<file path="src/rtl/snake_step_ctrl.sv">
// Snake game sequencer: button conditioning, no-reverse filtering, frame-paced
// move requests to the engine and the idle/run/wait/over FSM. Optional: SNAKE_SPEEDUP_EN.
module snake_step_ctrl #(
  parameter int DEB_CYCLES      = 16,
  parameter int FRAMES_PER_STEP = 8,
  parameter int CNT_W           = 8
) (
  input  logic       clk,
  input  logic       rst_n,
  input  logic       btn_up,
  input  logic       btn_down,
  input  logic       btn_left,
  input  logic       btn_right,
  input  logic       frame_start,
  input  logic       step_ack,
  input  logic       collision,
  output logic       step_req,
  output logic [1:0] dir,
  output logic [1:0] state,
  output logic       game_over
);

  typedef enum logic [1:0] {
    ST_IDLE = 2'b00,
    ST_RUN  = 2'b01,
    ST_WAIT = 2'b10,
    ST_OVER = 2'b11
  } state_t;

  localparam logic [CNT_W-1:0] DEB_LAST = CNT_W'(DEB_CYCLES - 1);
  localparam logic [CNT_W-1:0] FPS_INIT = CNT_W'(FRAMES_PER_STEP);
  localparam logic [CNT_W-1:0] CNT_ZERO = {CNT_W{1'b0}};
  localparam logic [CNT_W-1:0] CNT_ONE  = CNT_W'(1);

  state_t           state_r, state_next_s;
  logic [3:0]       btn_raw_s, sync1_r, sync2_r, deb_r, press_s;
  logic [3:0]       rel_r, rel_next_s;
  logic [CNT_W-1:0] deb_cnt_r [4];
  logic [CNT_W-1:0] fcnt_r, fcnt_next_s, period_s;
  logic [1:0]       dir_next_s, pend_r, pend_next_s, press_dir_s;
  logic             any_press_s, accept_s, step_due_s;

  // Bit index matches the direction code: 0 up, 1 down, 2 left, 3 right
  assign btn_raw_s = {btn_right, btn_left, btn_down, btn_up};

`ifdef SNAKE_SPEEDUP_EN
  localparam logic [CNT_W-1:0] PERIOD_MIN = CNT_W'(2);
  logic [CNT_W-1:0] period_r, period_next_s;
  logic [3:0]       spd_cnt_r, spd_cnt_next_s;
  assign period_s = period_r;
`else
  assign period_s = FPS_INIT;
`endif

  // Synchronise raw buttons and flip each debounced level after a stable run
  always_ff @(posedge clk or negedge rst_n) begin
    if (!rst_n) begin
      sync1_r <= 4'b0000;
      sync2_r <= 4'b0000;
      deb_r   <= 4'b0000;
      for (int i = 0; i < 4; i++) deb_cnt_r[i] <= CNT_ZERO;
    end else begin
      sync1_r <= btn_raw_s;
      sync2_r <= sync1_r;
      for (int i = 0; i < 4; i++) begin
        if (sync2_r[i] == deb_r[i]) begin
          deb_cnt_r[i] <= CNT_ZERO;
        end else if (deb_cnt_r[i] == DEB_LAST) begin
          deb_cnt_r[i] <= CNT_ZERO;
          deb_r[i]     <= sync2_r[i];
        end else begin
          deb_cnt_r[i] <= deb_cnt_r[i] + CNT_ONE;
        end
      end
    end
  end

  // Press fires in the cycle the debounced level is about to rise, so the FSM
  // acts on the same edge that flips the level
  always_comb begin
    press_s = 4'b0000;
    for (int i = 0; i < 4; i++)
      press_s[i] = sync2_r[i] & ~deb_r[i] & (deb_cnt_r[i] == DEB_LAST);
  end

  // Fixed priority among simultaneous presses: up > down > left > right
  always_comb begin
    press_dir_s = 2'b11;
    if (press_s[0])      press_dir_s = 2'b00;
    else if (press_s[1]) press_dir_s = 2'b01;
    else if (press_s[2]) press_dir_s = 2'b10;
    else                 press_dir_s = 2'b11;
  end

  assign any_press_s = |press_s;
  assign accept_s    = any_press_s && (press_dir_s != {dir[1], ~dir[0]});
  assign step_due_s  = frame_start && (fcnt_r == (period_s - CNT_ONE));

  // Game FSM next-state and datapath next values
  always_comb begin
    state_next_s = state_r;
    dir_next_s   = dir;
    pend_next_s  = pend_r;
    fcnt_next_s  = fcnt_r;
    rel_next_s   = rel_r;
`ifdef SNAKE_SPEEDUP_EN
    period_next_s  = period_r;
    spd_cnt_next_s = spd_cnt_r;
`endif
    case (state_r)
      ST_IDLE: begin
        fcnt_next_s = CNT_ZERO;
        if (any_press_s) begin
          state_next_s = ST_RUN;
          dir_next_s   = press_dir_s;
          pend_next_s  = press_dir_s;
`ifdef SNAKE_SPEEDUP_EN
          period_next_s  = FPS_INIT;
          spd_cnt_next_s = 4'd0;
`endif
        end else begin
          state_next_s = ST_IDLE;
        end
      end
      ST_RUN: begin
        if (accept_s) pend_next_s = press_dir_s;
        else          pend_next_s = pend_r;
        if (step_due_s) begin
          fcnt_next_s  = CNT_ZERO;
          dir_next_s   = pend_r;
          state_next_s = ST_WAIT;
        end else if (frame_start) begin
          fcnt_next_s = fcnt_r + CNT_ONE;
        end else begin
          fcnt_next_s = fcnt_r;
        end
      end
      ST_WAIT: begin
        if (accept_s) pend_next_s = press_dir_s;
        else          pend_next_s = pend_r;
        if (step_ack) begin
          if (collision) begin
            state_next_s = ST_OVER;
            rel_next_s   = 4'b0000;
          end else begin
            state_next_s = ST_RUN;
`ifdef SNAKE_SPEEDUP_EN
            spd_cnt_next_s = spd_cnt_r + 4'd1;
            if ((spd_cnt_r == 4'd15) && (period_r > PERIOD_MIN)) period_next_s = period_r - CNT_ONE;
            else                                                 period_next_s = period_r;
`endif
          end
        end else begin
          state_next_s = ST_WAIT;
        end
      end
      ST_OVER: begin
        fcnt_next_s = CNT_ZERO;
        rel_next_s  = rel_r | ~deb_r;
        // Exit only once every button has been seen released since the crash
        if (any_press_s && (rel_r == 4'hF)) begin
          state_next_s = ST_IDLE;
          dir_next_s   = 2'b11;
          pend_next_s  = 2'b11;
        end else begin
          state_next_s = ST_OVER;
        end
      end
      default: state_next_s = ST_IDLE;
    endcase
  end

  // State register and registered outputs
  always_ff @(posedge clk or negedge rst_n) begin
    if (!rst_n) begin
      state_r   <= ST_IDLE;
      dir       <= 2'b11;
      pend_r    <= 2'b11;
      fcnt_r    <= CNT_ZERO;
      rel_r     <= 4'b0000;
      step_req  <= 1'b0;
      game_over <= 1'b0;
`ifdef SNAKE_SPEEDUP_EN
      period_r  <= FPS_INIT;
      spd_cnt_r <= 4'd0;
`endif
    end else begin
      state_r   <= state_next_s;
      dir       <= dir_next_s;
      pend_r    <= pend_next_s;
      fcnt_r    <= fcnt_next_s;
      rel_r     <= rel_next_s;
      step_req  <= (state_next_s == ST_WAIT);
      game_over <= (state_next_s == ST_OVER);
`ifdef SNAKE_SPEEDUP_EN
      period_r  <= period_next_s;
      spd_cnt_r <= spd_cnt_next_s;
`endif
    end
  end

  assign state = state_r;

endmodule

</file>
<file path="config.mk">
export PLATFORM = sky130hd
export DESIGN_NAME = snake_step_ctrl
export DESIGN_NICKNAME = d
export VERILOG_FILES = /design/src/rtl/snake_step_ctrl.sv
export SDC_FILE = /design/constraint.sdc
export NUM_CORES = 1
export LEC_CHECK = 0
export ABC_AREA = 1
export CAP_MARGIN = 0
export CELL_PAD_IN_SITES_DETAIL_PLACEMENT = 0
export CELL_PAD_IN_SITES_GLOBAL_PLACEMENT = 2
export CORE_AREA = 5 5 81 120
export DETAILED_ROUTE_END_ITERATION = 16
export DIE_AREA = 0 0 86 125
export GPL_TIMING_DRIVEN = 0
export PLACE_DENSITY = 0.76
export RECOVER_POWER = 25
export SETUP_SLACK_MARGIN = 0.4
export SLEW_MARGIN = 20
export SYNTH_ARGS = -nofsm -noshare
export SYNTH_HDL_FRONTEND = slang
export SYNTH_SLANG_ARGS = --single-unit
</file>
<file path="constraint.sdc">
create_clock -name clk -period 2.1 [get_ports clk]
set_input_delay 0.315 -clock clk [delete_from_list [all_inputs] [get_ports clk]]
set_output_delay 0.315 -clock clk [all_outputs]
set_load 0.01 [all_outputs]
</file>
==> summary.txt, run 1 <==
Floorplanning
  • Core Box Area: between 0.008 and 0.009 mm²
  • Row Count: 42
  • Vertical extent of the die: 125 µm
  • Die outline area: 0.01075 mm²
  • Initial cell density of the core: 35.57%
  • Die W: 86 µm
  • Num ports: 15

Critical path
  • Required time reported for the critical path endpoint: 2.32 ns
  • Top delay family on crit path: flip-flops
  • Worst endpoint data arrival time: 1.99 ns
  • Crit-path slowest cell: dfrtp_2
  • Worst Setup Start Kind: register
  • Crit path buf inv count: 3
  • Cell-by-cell trace of the critical path: buf_12, ha_4, o21ai_4, inv_4, nor2_4, nand3_4, nor2_4, buf_4, nand2_2, xor2_1, nor2_1
  • Capturing element type of the critical path: register
  • Crit-path most repeated cell: nor2_4
  • Critical-path maximum fanout: 5
  • Critical path class: register to register
  • Max stage delay on crit path: 0.44 ns

Global route
  • Maximum number of pins on one net before global-route repair: 45
  • Total grt overflow: 0
  • Number of global-route vias before repair: 2412
  • Number of antenna violations at the first check in global routing: 0
  • Total global routing track utilization: roughly an eighth
  • Global-route wire length before repair: 10.46 mm

Detailed routing
  • Number of violations reported at the end of detailed-routing iteration 0: 71
  • Total wirelength of the detailed-routed design: 5.881 mm
  • Mean routed wirelength per cell: about 11 µm
  • Remaining antenna violation count after routing: 0
  • DRC viols: 0
  • Vias: 2364
  • Number of vias per cell after detailed routing: ~4.6
  • Number of iterations in the first detailed-routing pass: 4

Finish
  • Area growth from synthesis to layout: 30.95%
  • Fraction of final layout cells with drive strength greater than 1: 21.57%
  • Layout net count: 425
  • Leading cell type in the layout, fill and taps excluded: nand2_1
  • Final cell utilization of the core: a little under half
  • Most frequent cells in the layout: nand2_1, dfrtp_1, inv_1, nor2_1, a21oi_1
  • Non-filler instance count after layout: 518
  • Antenna diode instance count: 0

STA
  • Maximum clock frequency: 562.5 MHz
  • Max Transition Viols Final: 0
  • Clock period minus worst slack: 1.778 ns
  • Hold Violations, Final: 0
  • Setup repair after global routing missed its margin: yes
  • Setup clock skew after layout: 0.004393 ns
  • Transition time at the pin with the least slew margin: 1.309 ns
  • Setup violations, final: 0
  • Headroom to the max-slew limit: 12.71%
  • Final Cycle Share: between 80% and 90%
  • Minimum setup slack in the final design: 0.3223 ns

Clocking
  • Maximum level of the CTS H-tree: 3
  • Worst-skew pair later-pin latency: 0.33 ns
  • Number of CTS-inserted buffers: 9
  • Number of sinks handled by clock tree synthesis: 64
  • Buffer levels on the longest clock path: 2
  • Buffer type at the clock tree root: clkbuf_16
  • Reg clk slew, reported paths: 0.06 ns
  • Clock tree from TritonCTS: built

Power and ir drop
  • Worst ir drop on vdd: ~0.00059 V
  • Power, Total: between 3 and 4 mW
  • Leakage power summed over all cells: 1.891 nW
  • Ratio of total power to cell area: 976.4 mW/mm²

Yosys
  • Post-synthesis area per instance: between 8 and 9 µm²
  • Dominant combinational cell family by area after synthesis: simple AND/OR/NAND/NOR gates
  • Xor and xnor fraction of the mapped netlist area: 1.420%
  • Seq/Total Area, Yosys: 52.09%
  • Multiplexer fraction of the synthesized cell area: 0%
  • Compound-gate portion of the synthesized area: 8.032%
  • Simple-gate portion of the synthesized area: approximately a quarter
  • Share of synthesized cell area in full adder, half adder and majority cells: 5.274%
  • Post-synthesis cell count: 356
  • Mapped Nets: 378
  • Number of synthesis warnings: 0
  • Synth cell types: 30
  • Count of state elements after synthesis: 64
  • Summed instance area of the synthesized netlist: a little over 0.003 mm²

Outcome
  • Outcome: completed

Placed design
  • Placement Setup Slack: 0.2283 ns
  • Port Buffers: 14
  • Final RePlAce weighted congestion: between 0.6 and 0.7
  • Cell Count Post-Placement: 481
  • Post-detailed-placement half-perimeter wirelength: 4.331 mm

Job
  • Number of maximum-capacitance violations: 0

Worst hold path
  • Worst min-delay path category: register to register
[worst paths after layout]
| check | startpoint | to | slack, ns | cells past startpoint |
|---|---|---|---|---|
| min in group asynchronous | rst_n | deb_cnt_r[13] | 0.80 | 2 |
| max in group asynchronous | rst_n | state[0] | 0.46 | 3 |
| hold / removal | sync1_r[1] | sync2_r[1] | 0.35 | 0 |
| setup / recovery | state[0] | fcnt_r[5] | 0.32 | 11 |
| hold reg to reg | sync1_r[1] | sync2_r[1] | 0.35 | 0 |
| setup reg to reg | state[0] | fcnt_r[5] | 0.32 | 11 |
[power by group]
| part | switching, mW | internal, mW | total [mW] |
|---|---|---|---|
| Combinational | 0.481 | 0.411 | 0.892 |
| Clock | 0.553 | 1.04 | 1.59 |
| Sequential | 0.0849 | 1.38 | 1.46 |
| Total | 1.12 | 2.82 | 3.94 |
[state kept, by name (all words and copies together) (netlist names), 2 cells and up]
register,cells
deb_cnt_r,32
fcnt_r,8
deb_r,4
rel_r,4
sync1_r,4
sync2_r,4
dir,2
pend_r,2
state,2
[cells in the mapped netlist]
cell type,count,area [µm²]
nand2_1,68,255.2
dfrtp_1,60,1501
inv_1,52,195.2
nor2_1,52,195.2
a21oi_1,28,140.1
nand3_1,14,70.07
o21ai_0,14,70.07
ha_1,13,162.7
nor3_1,13,65.06
nor2_2,5,31.28
dfstp_2,4,105.1
nand2_4,4,45.04
and3_1,3,18.77
nand3b_1,3,22.52
nand4_1,3,18.77
xor2_1,3,26.28
nand2_2,2,12.51
nand3_2,2,20.02
xnor2_1,2,17.52
a21oi_4,1,16.27
a22oi_1,1,7.510
inv_2,1,3.750
nand3_4,1,17.52
nand4_2,1,12.51
nor2_4,1,11.26
nor3_4,1,16.27
nor4_1,1,6.260
o21ai_1,1,5.000
o21ai_2,1,8.760
or2_2,1,6.260
[per-layer routing]
layer / up-vias / global-route usage (%) / wire length, µm
met1: 1096 / 13.10 / 2436
met4: 0 / 7.549 / 184
met2: 22 / 21.35 / 3122
li1: 1232 / - / -
met5: - / 0 / 0
met3: 14 / 2.633 / 137
[area by class of cell]
class / instances / area, µm²
fillers: 870 / 4632
clock inverters: 7 / 96.34
repair buffers: 36 / 336.6
flip-flops and latches: 64 / 1608
inverters: 53 / 201.4
multi-input cells: 239 / 1434
well taps: 110 / 137.6
clock buffers: 9 / 225.2
[repair_timing]
action                                  in CTS  in global routing
resized for setup                           15                 22
setup buffers                                8                 12
hold buffers                                 1                  0
endpoints found under the hold margin       16                  0
pin swaps                                    6                 13
endpoints found under the setup margin      13                 19
[logic make-up after synthesis]
family	count (synthesis)
AOI/OAI and AO/OA	46
buffers and inverters	53
DFF	64
and+or+nand+nor	175
adders and majority gates	13
xor gates and xnor gates	5
[per-stage QoR]
step                      instance area [µm²]  hold slack [ns]  TNS [ns]
after global routing                     4039           0.3498         0
after floorplan                          3118          0.01941         0
after CTS                                3876           0.3479         0
after detailed placement                 3421           0.2345         0
after global placement                   3396           0.3331    -94.46
final                                    4039           0.3470         0
Power figures use the tool's default switching activity.
==> run 2: changes to the inputs <==
==> constraint.sdc (replaced) <==
create_clock -name clk -period 1.7 [get_ports clk]
set_input_delay 0.255 -clock clk [delete_from_list [all_inputs] [get_ports clk]]
set_output_delay 0.255 -clock clk [all_outputs]
set_load 0.01 [all_outputs]
==> run 2 against run 1 <==
  * The run now ends with setup timing left
  * Register-to-register slack worse by 0.32 ns
  * Via count rose by 4.2%
  * Routed wire length up 11%
  * Critical path depth is 1 lower
  * Critical endpoint is now fcnt_r[7]
==> summary.txt, run 2 (synthesis gave the netlist of run 1 again) <==
Global route
  • Global-route wire length before repair: 11.52 mm (was 10.46 mm)
  • Total global routing track utilization: 13.76% (was 12.23%)
  • Number of global-route vias before repair: 2543 (was 2412)
  • Total grt overflow: 0 (unchanged)
  • Maximum number of pins on one net before global-route repair: 46 (was 45)
  • Number of antenna violations at the first check in global routing: 0 (unchanged)

Power and ir drop
  • Proportion of total power due to net switching: 28.54% (was 28.38%)
  • Net switching power: 1.489 mW (was 1.119 mW)
  • Combinational cell fraction of total power: 27.7% (was 22.6%)
  • Part of the power in the clock network: 38.1% (was 40.3%)
  • Leakage power summed over all cells: 2.049 nW (was 1.891 nW)
  • Ratio of total power to cell area: 1172 mW/mm² (was 976.4 mW/mm²)
  • Seq pwr share: 34.2% (was 37.1%)
  • Cell internal pwr: 3.728 mW (was 2.824 mW)
  • Worst ir drop on vdd: 0.0005371 V (was 0.0005938 V)

Finish
  • Area used by multi-input combinational logic: 0.001705 mm² (was 0.001434 mm²)
  • Antenna diode instance count: 0 (unchanged)
  • Leading cell type in the layout, fill and taps excluded: dfrtp_1 (was nand2_1)
  • Fraction of final layout cells with drive strength greater than 1: 38.03% (was 21.57%)
  • Max reg flops: 32 (unchanged)
  • Register containing the most flip-flops in the final layout: deb_cnt_r (unchanged)
  • Layout net count: 443 (was 425)
  • Area growth from synthesis to layout: 44.30% (was 30.95%)
  • Fillers: 824 (was 870)
  • Registers with the highest flip-flop counts: deb_cnt_r (32), fcnt_r (8) (unchanged)
  • Final cell utilization of the core: 51.33% (was 46.58%)
  • Non-filler instance count after layout: 536 (was 518)
  • Most frequent cells in the layout: dfrtp_1, nand2_1, nor2_1, inv_1, buf_4 (was nand2_1, dfrtp_1, inv_1, nor2_1, a21oi_1)
  • FF+latch area: 0.001608 mm² (unchanged)
  • Design area: 0.004451 mm² (was 0.004039 mm²)

Floorplanning
  • Die outline area: 0.01075 mm² (unchanged)
  • Num ports: 15 (unchanged)
  • Row Count: 42 (unchanged)
  • Core Box Area: 0.008671 mm² (unchanged)
  • Die W: 86 µm (unchanged)
  • Vertical extent of the die: 125 µm (unchanged)
  • Initial cell density of the core: 35.57% (unchanged)

Worst hold path
  • Hold path startpoint: sync1_r[1] (unchanged)
  • Worst min-delay path category: register to register (unchanged)

Clocking
  • Number of sinks handled by clock tree synthesis: 64 (unchanged)
  • Worst-skew pair later-pin latency: 0.33 ns (about the same)
  • Clock tree from TritonCTS: built (unchanged)
  • Maximum level of the CTS H-tree: 3 (unchanged)
  • Buffer levels on the longest clock path: 2 (unchanged)
  • Buffer type at the clock tree root: clkbuf_16 (unchanged)
  • Reg clk slew, reported paths: 0.06 ns (about the same)
  • Number of CTS-inserted buffers: 9 (unchanged)

Detailed routing
  • Remaining antenna violation count after routing: 0 (unchanged)
  • Number of violations reported at the end of detailed-routing iteration 0: 68 (was 71)
  • Vias: 2464 (was 2364)
  • DRC viols: 0 (unchanged)
  • Mean routed wirelength per cell: 12.21 µm (was 11.35 µm)
  • Number of iterations in the first detailed-routing pass: 4 (unchanged)
  • Number of vias per cell after detailed routing: 4.597 (was 4.564)
  • Total wirelength of the detailed-routed design: 6.542 mm (was 5.881 mm)

STA
  • Clock period minus worst slack: 1.700 ns (was 1.778 ns)
  • Final Cycle Share: 100.0% (was 84.65%)
  • Setup violations, final: 1 (was 0)
  • Transition time at the pin with the least slew margin: 0.6188 ns (was 1.309 ns)
  • Setup repair after global routing missed its margin: yes (unchanged)
  • Maximum clock frequency: 588.1 MHz (was 562.5 MHz)
  • Minimum setup slack in the final design: -0.0003966 ns (was 0.3223 ns)
  • Hold Violations, Final: 0 (unchanged)
  • Headroom to the max-slew limit: 58.74% (was 12.71%)
  • Setup clock skew after layout: 0.005235 ns (was 0.004393 ns)
  • Max Transition Viols Final: 0 (unchanged)

Critical path
  • Reg-to-Reg Start: state[0] (unchanged)
  • End point of the critical path: fcnt_r[7] (was fcnt_r[5])
  • Top delay family on crit path: flip-flops (unchanged)
  • Worst endpoint data arrival time: 1.92 ns (was 1.99 ns)
  • Max stage delay on crit path: 0.45 ns (was 0.44 ns)
  • Required time reported for the critical path endpoint: 1.92 ns (was 2.32 ns)
  • Capturing element type of the critical path: register (unchanged)
  • Worst setup startpoint: state[0] (unchanged)
  • Crit-path slowest cell: dfrtp_2 (unchanged)
  • Worst Setup Start Kind: register (unchanged)
  • Crit path buf inv count: 2 (was 3)
  • Instance count on the critical path: 10 (was 11)
  • Crit Reg-Reg Endpoint: fcnt_r[7] (was fcnt_r[5])
  • Cell-by-cell trace of the critical path: inv_2, ha_4, o21ai_4, inv_2, nor2_4, nand3_4, nor2_4, nand4_1, o21ai_1, a21oi_1 (was buf_12, ha_4, o21ai_4, inv_4, nor2_4, nand3_4, nor2_4, buf_4, nand2_2, xor2_1, nor2_1)
  • Setup slack of the worst register-to-register path: -0.0004 ns (was 0.32 ns)
  • Register-to-Register Path Depth: 10 (was 11)
  • Critical-path maximum fanout: 4 (was 5)
  • Critical path class: register to register (unchanged)

Placed design
  • Cell Count Post-Placement: 481 (unchanged)
  • Port Buffers: 14 (unchanged)
  • Post-detailed-placement half-perimeter wirelength: 4.333 mm (was 4.331 mm)
  • Placed Area: 0.003436 mm² (was 0.003421 mm²)
  • Placement Setup Slack: -0.1221 ns (was 0.2283 ns)
  • Final RePlAce weighted congestion: 0.7055 (was 0.6968)

Outcome
  • Outcome: complete, but fails checks (was completed)
  • Violations in the final reports: setup timing

Job
  • Number of maximum-capacitance violations: 0 (unchanged)
run 2: area by class of cell:
class	count	area share [%]
multi-input combinational	239	38.32
inverter	53	4.526
timing repair buffer	54	10.71
clock buffer	10	5.370
sequential	64	36.13
clock inverter	6	1.855
tap	110	3.092
run 2: worst min-delay path by stage:
| stage | endpoint | slack [ns] | cells after the start |
|---|---|---|---|
| floorplan | deb_cnt_r[0] | -0.04 | 0 |
| global placement | sync2_r[3] | 0.33 | 0 |
| detailed placement | deb_cnt_r[13] | 0.17 | 1 |
| CTS | fcnt_r[2] | 0.35 | 2 |
| global route | sync2_r[2] | 0.36 | 0 |
| finish | sync2_r[1] | 0.35 | 0 |
run 2: per-layer routing:
layer	share of wire (%)	up-vias	routed length (µm)	global-route usage, %
met5	0	-	0	0
met4	2.3	0	152	6.337
met3	3.1	12	203	5.069
met2	54	19	3562	24.03
met1	40	1167	2624	14.35
li1	-	1266	-	-
run 2: what timing repair did:
action	in CTS	in global routing
gates resized for setup	71	67
pin swaps	18	28
buffers inserted	25	13
hold buffers	1	0
setup endpoints to repair	39	43
endpoints found under the hold margin	15	0
run 2: per-stage QoR:
stage | setup TNS (ns) | power (mW) | hold WS [ns]
6_report | -0.0003966 | 5.217 | 0.3479
3_5_place_dp | -0.9958 | 2.722 | 0.1683
5_1_grt | -1.871 | 5.531 | 0.3648
3_3_place_gp | -116.80 | 2.708 | 0.3336
2_1_floorplan | 0 | 2.440 | -0.04059
4_1_cts | -0.05957 | 5.016 | 0.3450
run 2: power by group through the flow:
stage               sequential, mW  clock [mW]  combinational (mW)
floorplan                     1.82           0               0.619
global placement              1.83           0               0.881
detailed placement            1.83           0               0.894
CTS                           1.78        2.04                1.20
global route                  1.80        2.11                1.61
finish                        1.79        1.99                1.44
==> run 3: changes to the inputs <==
--- a/config.mk
+++ b/config.mk
@@ -20,3 +20,4 @@
 export SYNTH_ARGS = -nofsm -noshare
 export SYNTH_HDL_FRONTEND = slang
 export SYNTH_SLANG_ARGS = --single-unit
+export TNS_END_PERCENT = 100
==> results of run 3 <==
The final DEF is identical to that of run 2; final timing and power are the same.
